==> src/rtl/audio_seq_pkg.sv <==
// audio_seq_pkg: shared constants, ROM entry layout and FSM states for the voice sequencer.
package audio_seq_pkg;
    localparam logic [3:0] REST_NOTE  = 4'hF;
    localparam int         GATE_BIT   = 0;
    localparam int         ACCENT_BIT = 7;
    localparam int         NOTE_W     = 4;
    localparam int         ADDR_W     = 6;
    localparam int         ENTRY_W    = 2 * (NOTE_W + 1);
    localparam int         TC_W       = 20;

    typedef enum logic {STOPPED, RUNNING} state_t;

    typedef struct packed {
        logic              acc1;
        logic [NOTE_W-1:0] n1;
        logic              acc2;
        logic [NOTE_W-1:0] n2;
    } entry_t;

    function automatic logic [8:0] tri_wave(input logic [9:0] p);
        return p[9] ? ~p[8:0] : p[8:0];
    endfunction
endpackage

==> src/rtl/pattern_rom.sv <==
// pattern_rom: combinational note/accent pattern, addressed by {bar, step}.
module pattern_rom
    import audio_seq_pkg::*;
(
    input  logic [ADDR_W-1:0]  addr,
    output logic [ENTRY_W-1:0] data
);
    always_comb begin
        data = {addr[0] & addr[3], {addr[1:0], addr[5:4]} ^ addr[3:0],
                addr[2] ^ addr[4], addr[3:0] + {2'b00, addr[5:4]}};
        case (addr)
            6'd0:    data = 10'h000;
            6'd1:    data = 10'h1E2;
            6'd15:   data = 10'h2E3;
            6'd16:   data = 10'h0A4;
            default: ;
        endcase
    end
endmodule

==> src/rtl/voice_sequencer.sv <==
// voice_sequencer: two-voice step sequencer with tempo, gating and pulse-width sweep.
module voice_sequencer
    import audio_seq_pkg::*;
#(
    parameter int          STEP_TICKS = 131072,
    parameter int          GATE_TICKS = 65536,
    parameter logic [5:0]  WAVE1      = 6'b101000,
    parameter logic [5:0]  WAVE2      = 6'b100000,
    parameter logic [11:0] PW_BASE    = 12'd512
) (
    input  logic        clk,
    input  logic        reset,
    input  logic        tick,
    input  logic        start,
    input  logic        stop,
    output logic        running,
    output logic [3:0]  step,
    output logic [1:0]  bar,
    output logic        step_strobe,
    output logic [3:0]  note1,
    output logic [3:0]  note2,
    output logic [7:0]  control1,
    output logic [7:0]  control2,
    output logic [11:0] pulsewidth1,
    output logic [11:0] pulsewidth2
);
    state_t            state, state_n;
    logic [TC_W-1:0]   tc, tc_n;
    logic [9:0]        pw_div, pw_div_n, pw_cnt, pw_cnt_n;
    logic [3:0]        step_n, note1_n, note2_n;
    logic [1:0]        bar_n;
    logic              load, acc1_n, acc2_n, gate1_n, gate2_n;
    logic [ENTRY_W-1:0] rom_data;
    entry_t            ent;
    logic [8:0]        tri_n;

    pattern_rom u_rom (.addr({bar_n, step_n}), .data(rom_data));

    assign ent = entry_t'(rom_data);

    always_comb begin
        state_n  = state;
        tc_n     = tc;
        step_n   = step;
        bar_n    = bar;
        pw_div_n = pw_div;
        pw_cnt_n = pw_cnt;
        load     = 1'b0;
        if (state == STOPPED) begin
            if (start && !stop) begin
                state_n = RUNNING;
                tc_n    = '0;
                step_n  = '0;
                bar_n   = '0;
                load    = 1'b1;
            end
        end else if (stop) begin
            state_n  = STOPPED;
            tc_n     = '0;
            step_n   = '0;
            bar_n    = '0;
            pw_div_n = '0;
            pw_cnt_n = '0;
        end else if (tick) begin
            pw_div_n = pw_div + 10'd1;
            pw_cnt_n = (pw_div == 10'h3FF) ? pw_cnt + 10'd1 : pw_cnt;
            if (tc == TC_W'(STEP_TICKS - 1)) begin
                tc_n   = '0;
                step_n = step + 4'd1;
                bar_n  = (step == 4'hF) ? bar + 2'd1 : bar;
                load   = 1'b1;
            end else begin
                tc_n = tc + TC_W'(1);
            end
        end
    end

    // Outputs are registered from next-state values so they settle on the same edge as the state.
    always_comb begin
        {acc1_n, note1_n, acc2_n, note2_n} = {control1[ACCENT_BIT], note1, control2[ACCENT_BIT], note2};
        if (state_n == STOPPED)
            {acc1_n, note1_n, acc2_n, note2_n} = '0;
        else if (load)
            {acc1_n, note1_n, acc2_n, note2_n} = {ent.acc1, ent.n1, ent.acc2, ent.n2};
        gate1_n = (state_n == RUNNING) && (tc_n < TC_W'(GATE_TICKS)) && (note1_n != REST_NOTE);
        gate2_n = (state_n == RUNNING) && (tc_n < TC_W'(GATE_TICKS)) && (note2_n != REST_NOTE);
        tri_n   = tri_wave(pw_cnt_n);
    end

    always_ff @(posedge clk) begin
        if (reset) begin
            state       <= STOPPED;
            tc          <= '0;
            pw_div      <= '0;
            pw_cnt      <= '0;
            running     <= 1'b0;
            step        <= '0;
            bar         <= '0;
            step_strobe <= 1'b0;
            note1       <= '0;
            note2       <= '0;
            control1    <= {1'b0, WAVE1, 1'b0};
            control2    <= {1'b0, WAVE2, 1'b0};
            pulsewidth1 <= PW_BASE;
            pulsewidth2 <= PW_BASE;
        end else begin
            state       <= state_n;
            tc          <= tc_n;
            pw_div      <= pw_div_n;
            pw_cnt      <= pw_cnt_n;
            running     <= state_n == RUNNING;
            step        <= step_n;
            bar         <= bar_n;
            step_strobe <= load;
            note1       <= note1_n;
            note2       <= note2_n;
            control1    <= {acc1_n, WAVE1, gate1_n};
            control2    <= {acc2_n, WAVE2, gate2_n};
            pulsewidth1 <= PW_BASE + 12'(tri_n);
            pulsewidth2 <= PW_BASE + 12'(tri_n >> 1);
        end
    end
endmodule
==> config.mk <==
export PLATFORM = sky130hd
export DESIGN_NAME = voice_sequencer
export DESIGN_NICKNAME = d
export VERILOG_FILES = /design/src/rtl/audio_seq_pkg.sv /design/src/rtl/pattern_rom.sv /design/src/rtl/voice_sequencer.sv
export SDC_FILE = /design/constraint.sdc
export NUM_CORES = 1
export LEC_CHECK = 0
export BUFFER_PORTS_ARGS = -buffer_cell sky130_fd_sc_hd__buf_2
export CORE_MARGIN = 4
export CORE_UTILIZATION = 55
export CTS_BUF_LIST = sky130_fd_sc_hd__clkbuf_4
export CTS_CLUSTER_SIZE = 28
export DETAILED_ROUTE_END_ITERATION = 10
export GPL_TIMING_DRIVEN = 0
export PLACE_DENSITY = 0.78
export SETUP_SLACK_MARGIN = 0.4
export SLEW_MARGIN = 10
export SYNTH_ARGS = -nofsm -noshare
export SYNTH_HDL_FRONTEND = slang
export SYNTH_SLANG_ARGS = --single-unit
==> constraint.sdc <==
create_clock -name clk -period 3.85 [get_ports clk]
set_input_delay 0.385 -clock clk [delete_from_list [all_inputs] [get_ports clk]]
set_output_delay 0.385 -clock clk [all_outputs]
set_load 0.005 [all_outputs]
Yosys cells after proc, flatten, opt, wreduce, memory -nomap -nowiden
Index checks and enable logic that the tools add are counted.

Register bits after elaboration: 96. Output and inout bits: 56. Logic and storage cells: 83.

$add $sub $neg: 8. Magnitude comparators: 1. Equality and inequality tests: 8. Mux-type cells: 35. Bitwise gates (word level): 5. Reduce and logical (&&, ||, !) cells: 9.

Operators with widths (count): $mux 20 (5); $mux 10 (6); $pmux 10 s4 (1); $mux 4 (9); $add 10x1->10 const B (2); $add 20x1->20 const B (1); $eq 20x17->1 const B (1); $lt 20x17->1 const B (1); $mux 2 (6); $add 10x8->11 const A (1); $add 10x9->11 const A (1); $eq 10x10->1 const B (1); $mux 9 (1); $not 9->9 (1); $ne 4x4->1 const B (2); $mux 1 (7); $eq 6x1->1 const B (1); $eq 6x4->1 const B (1); $eq 6x5->1 const B (1); $logic_not 6->1 (1); $add 4x1->4 const B (1); $add 4x2->4 (1); $eq 4x4->1 const B (1); $logic_and 1x1->1 (4); other kinds (9) (9).

Logic depth before layout (Yosys ltp)
Word-level depth: 12. Depth in mapped cells: 14. Mapped depth without buffers: 13.

Cells and area by module
Synthesis repeated with hierarchy kept, for this count alone.

Cells, all modules: 481. Area total of the unflattened synthesis: 3932.5 µm².

By module, submodules not included: voice_sequencer (instances 1, cells each 431, area an instance 3601.0 µm²); pattern_rom (instances 1, cells each 50, area an instance 331.6 µm²).

Worst setup path after synthesis
Ideal clock, no wire load.

Path kind: register to register. Start: reg tc[0]. End: reg control2[0]. Setup time: 120 ps. Arrival time: 2924 ps. Required time: 3730 ps. Path slack: 806 ps. Stages on the path, launching flop included: 13. Path buffers: 0. Cell sequence: dfxtp_1 ha_1 nand3_2 or4_4 o211ai_1 and2_1 inv_1 ha_1 fa_1 xnor2_1 and4b_2 o211ai_1 o31a_1.

Longest elaborated chain between the ends: 11. Elaborated cells on any way between the ends: 31. Classes of those cells: 2 x add/sub; 1 x order compare; 5 x eq/ne; 20 x mux; 3 x reduce/logical.

Ends and longest elaborated chain: start: declaration (RTL line voice_sequencer.sv:28) `logic [TC_W-1:0] tc, tc_n;`; start signal: assignment (RTL line voice_sequencer.sv:108) `tc <= tc_n;`; $eq 20x17->1 (*) (RTL line voice_sequencer.sv:67) `if (tc == TC_W'(STEP_TICKS - 1)) begin`; $mux 4 (*) (RTL line voice_sequencer.sv:67); $mux 4 (*) (RTL line voice_sequencer.sv:64) `end else if (tick) begin`; $mux 4 (*) (RTL line voice_sequencer.sv:57) `end else if (stop) begin`; $mux 4 (*) (RTL line voice_sequencer.sv:49) `if (state == STOPPED) begin`; net step_n[0] (RTL line voice_sequencer.sv:30) `logic [3:0] step_n, note1_n, note2_n;`; $add 4x2->4, or another cell as far along (RTL line pattern_rom.sv:10) `addr[2] ^ addr[4], addr[3:0] + {2'b00, addr[5:4]}};`; $pmux 10 s4 (*) (RTL line pattern_rom.sv:11) `case (addr)`; $mux 4 (*) (RTL line voice_sequencer.sv:83) `else if (load)`; $mux 4 (*) (RTL line voice_sequencer.sv:81) `if (state_n == STOPPED)`; $ne 4x4->1 (*) (RTL line voice_sequencer.sv:86) `gate2_n = (state_n == RUNNING) && (tc_n < TC_W'(GATE_TICKS)) && (note2_n != REST_NOTE);`; $logic_and 1x1->1 (*) (RTL line voice_sequencer.sv:86); end signal: assignment (RTL line voice_sequencer.sv:103) `control2 <= {1'b0, WAVE2, 1'b0};`; end signal: assignment (RTL line voice_sequencer.sv:118) `control2 <= {acc2_n, WAVE2, gate2_n};`; end: declaration (RTL line voice_sequencer.sv:23) `output logic [7:0] control2,`.

The timed path passes the listed nets; every way through them passes the cells marked *. A chain may end at the register's enable or synchronous reset.

Worst setup path after layout
Start: reg tc[17]. End: reg control2[0].

Longest elaborated chain between the ends: 11. Elaborated cells on any way between the ends: 31. Classes of those cells: 2 x add/sub; 1 x order compare; 5 x eq/ne; 20 x mux; 3 x reduce/logical.

Ends and longest elaborated chain: $eq 20x17->1 (*) (RTL line voice_sequencer.sv:67); $mux 2 (*) (RTL line voice_sequencer.sv:67); $mux 2 (*) (RTL line voice_sequencer.sv:64); $mux 2 (*) (RTL line voice_sequencer.sv:57); $mux 2 (*) (RTL line voice_sequencer.sv:49); net bar_n[0] (RTL line voice_sequencer.sv:31) `logic [1:0] bar_n;`; $add 4x2->4, or another cell as far along (RTL line pattern_rom.sv:10); $pmux 10 s4 (*) (RTL line pattern_rom.sv:11); $mux 4 (*) (RTL line voice_sequencer.sv:83); $mux 4 (*) (RTL line voice_sequencer.sv:81); $ne 4x4->1 (*) (RTL line voice_sequencer.sv:86); $logic_and 1x1->1 (*) (RTL line voice_sequencer.sv:86).

Marked as above.

==> reports/metrics.yaml <==
cp.required_ns: 4.18
clkLatencyLatePin_ns: 0.43
postSynth.asyncResetShare: 0
drt_pass1_iterations: 4
grt_pass1_wl_um: 13180
min_period_ns: 3.355
io_buffer_count: 40
vias: 3232
fp.dieH_um: 89.59
timing.setup.tns_ns: 0
p_leak_nw: 1.770
rows: 29
drt-total-wl_um: 7991
globalplace.congestion: 0.9438
min-delay-start: "reset"
cts_hold_buf: 0
syn_area_per_cell_um2: 8.320
startpoint: "tc[17]"
ir_worst_vdd_uv: 217.7
synthToLayoutAreaGrowth_pct: 14.11
setup_viol: 0
path_clk_slew_ns: 0.12
grt_pass1_vias: 2960
crit_path_start_kind: "flip-flop"
track_usage: 0.2109
clock_sinks: 69
seq_area_um2: 1381
hp-class: "input pin to flip-flop"
fin_worst_skew_ns: 0.01330
die_area_um2: 8025
synth_cell_type_count: 64
hold_viol_final: 0
wl_per_cell_um: 13.54
critPathMaxFanout: 6
route.detailed.drc: 0
vias_per_cell: 5.478
antenna_found_initial: 0
dp_hpwl_um: 6023
core_area_um2: 6422
synth-seq-cells: 69
n_antenna_cell: 0
fin_crit_sh: 0.8714
total_power_mw: 1.284
setup.worst_path.end_class: "flip-flop"
slew_headroom: 0.5294
r2r_start: "tc[17]"
rsz0062_at_grt: "true"
tightest_slew_ns: 0.6962
yosysSeqAreaShare: 0.3773
cts-htree-levels: 3
fin_nets: 520
p_per_area_nw_per_um2: 307.3
grt_max_degree: 14
ys_warn_count: 0
maxCapViolations: 0
clockBufferDepth: 2
synthesis.area_um2: 3661
chipWidth_um: 89.59
drt_iter0_drc: 143
synth_edf_count: 0
ant_nets: 0
multi_input_area_um2: 2054
final_layout_size_suffix_gt1_frac: 0.2164
cts-root-buf: "clkbuf_4"
synthFlopType: "dfxtp_1"
netlist_instances: 440
outcome: "finished, final reports clean"
max_freq_mhz: 298.1
drv_slew: 0
num-fill-cells: 584
io_pins: 61
overflow: 0
cts_buffers: 9
start_util: 0.5700
cp.arrival_ns: 3.68
cts_tree: "done"
critical_path_class: "flip-flop to flip-flop"
cell usage in the layout (no fill, tap or decap), types with 3 or more instances in the layout:
cell type    n
buf_4       27
nand3_2      3
nand2_1     36
nor2b_1      4
nor2_1      77
a22oi_1      3
or3_1        3
clkbuf_1    13
ha_1         6
and3_1      12
xor2_1      15
and2_1       3
conb_1      19
o21ai_0     15
nor3_1       3
clkinvlp_4   3
xnor2_1     22
buf_2       42
a21oi_1     17
inv_1        9
and4_1       3
clkbuf_4     9
dfxtp_1     69
nand3_1     20
a311oi_1     3
nand4_1     11
a31oi_1      3
o211ai_1     4
o31ai_1      5
a21o_1       5
worst paths after layout:
kind	slack [ns]	depth (start not counted)	endpoint
max	0.49	11	control2[0]
max reg2reg	0.49	11	control2[0]
min reg2reg	0.46	2	control1[7]
min	0.22	2	tc[19]
flip-flops by register name, indices dropped and copies added, names as in the netlist:
signal and cells:
note2 4, tc 20, control1 2, step 4, step_strobe 1, state 1
note1 4, bar 2, pw_div 10, control2 2, pw_cnt 10, pulsewidth2 7
pulsewidth1 2
cell type report:
type                    instances  share of cell area
plain buffers                  43             0.06349
clock buffers                   9             0.01617
clock inverters                 7             0.01797
inverters                      10            0.008985
multi-input cells             335              0.4918
flip-flops and latches         69              0.3306
well taps                      77             0.02306
repair buffers                 40             0.04792
worst max-delay path: stages (launching register included):
cell and delay [ns]:
dfxtp_1 0.37, or4b_4 0.59, nor4_4 0.33, a31oi_1 0.15
o22ai_2 0.31, inv_2 0.08, ha_1 0.24, fa_1 0.38
xnor2_1 0.20, and4b_2 0.26, o211ai_1 0.09, o31a_1 0.25
Yosys cell counts, drive strengths merged (4+ instances only):
master / instances / area [um^2]
and3: 12 / 75.07
nor2: 77 / 289.0
xnor2: 22 / 192.7
o21ai: 16 / 80.07
dfxtp: 69 / 1381
o31ai: 6 / 45.04
inv: 10 / 37.53
o211ai: 4 / 30.03
and2: 5 / 32.53
nand4: 12 / 81.33
buf: 30 / 216.5
nand3: 23 / 130.1
and4: 4 / 36.29
a21oi: 17 / 85.08
clkbuf: 13 / 48.80
a21o: 5 / 37.54
nand2: 36 / 135.1
ha: 6 / 75.07
nor2b: 4 / 25.02
xor2: 16 / 140.1
routing by layer:
layer	global-route usage	up-vias	share of wire
li1	-	1624	-
met1	0.2586	1500	0.45
met2	0.3484	87	0.48
met3	0.06387	21	0.050
met4	0.07848	0	0.020
met5	0	-	0
per-stage QoR:
step	worst slack, ns	util	hold WS (ns)	std cells	area [um^2]
finish	0.4950	0.6505	0.2152	590	4178
global route	0.3258	0.6505	0.2004	590	4178
CTS	0.4302	0.6484	0.2080	590	4164
detailed placement	0.4745	0.6261	0.4519	574	4021
global placement	0.5268	0.6261	0.4442	574	4021
floorplan	0.8058	-	0.4482	457	3725
what timing repair did:
item	CTS	global route
endpoints found under the setup margin	0	9
setup buffers	0	0
resized for setup	0	3
where the power goes:
part	leakage [nW]	switching [mW]	internal (mW)
clock network	0.0685	0.283	0.199
logic	1.14	0.0514	0.0298
registers	0.556	0.00282	0.718
cell families after synthesis:
group	Yosys count	share of synthesized area
and+or+nand+nor	199	0.2857
buffers and inverters	53	0.08270
AOI/OAI and AO/OA	72	0.1353
xor gates and xnor gates	38	0.09091
DFF	69	0.3773
adders and majority gates	7	0.02597
other	2	0.002051
Power figures use the tool's default switching activity.
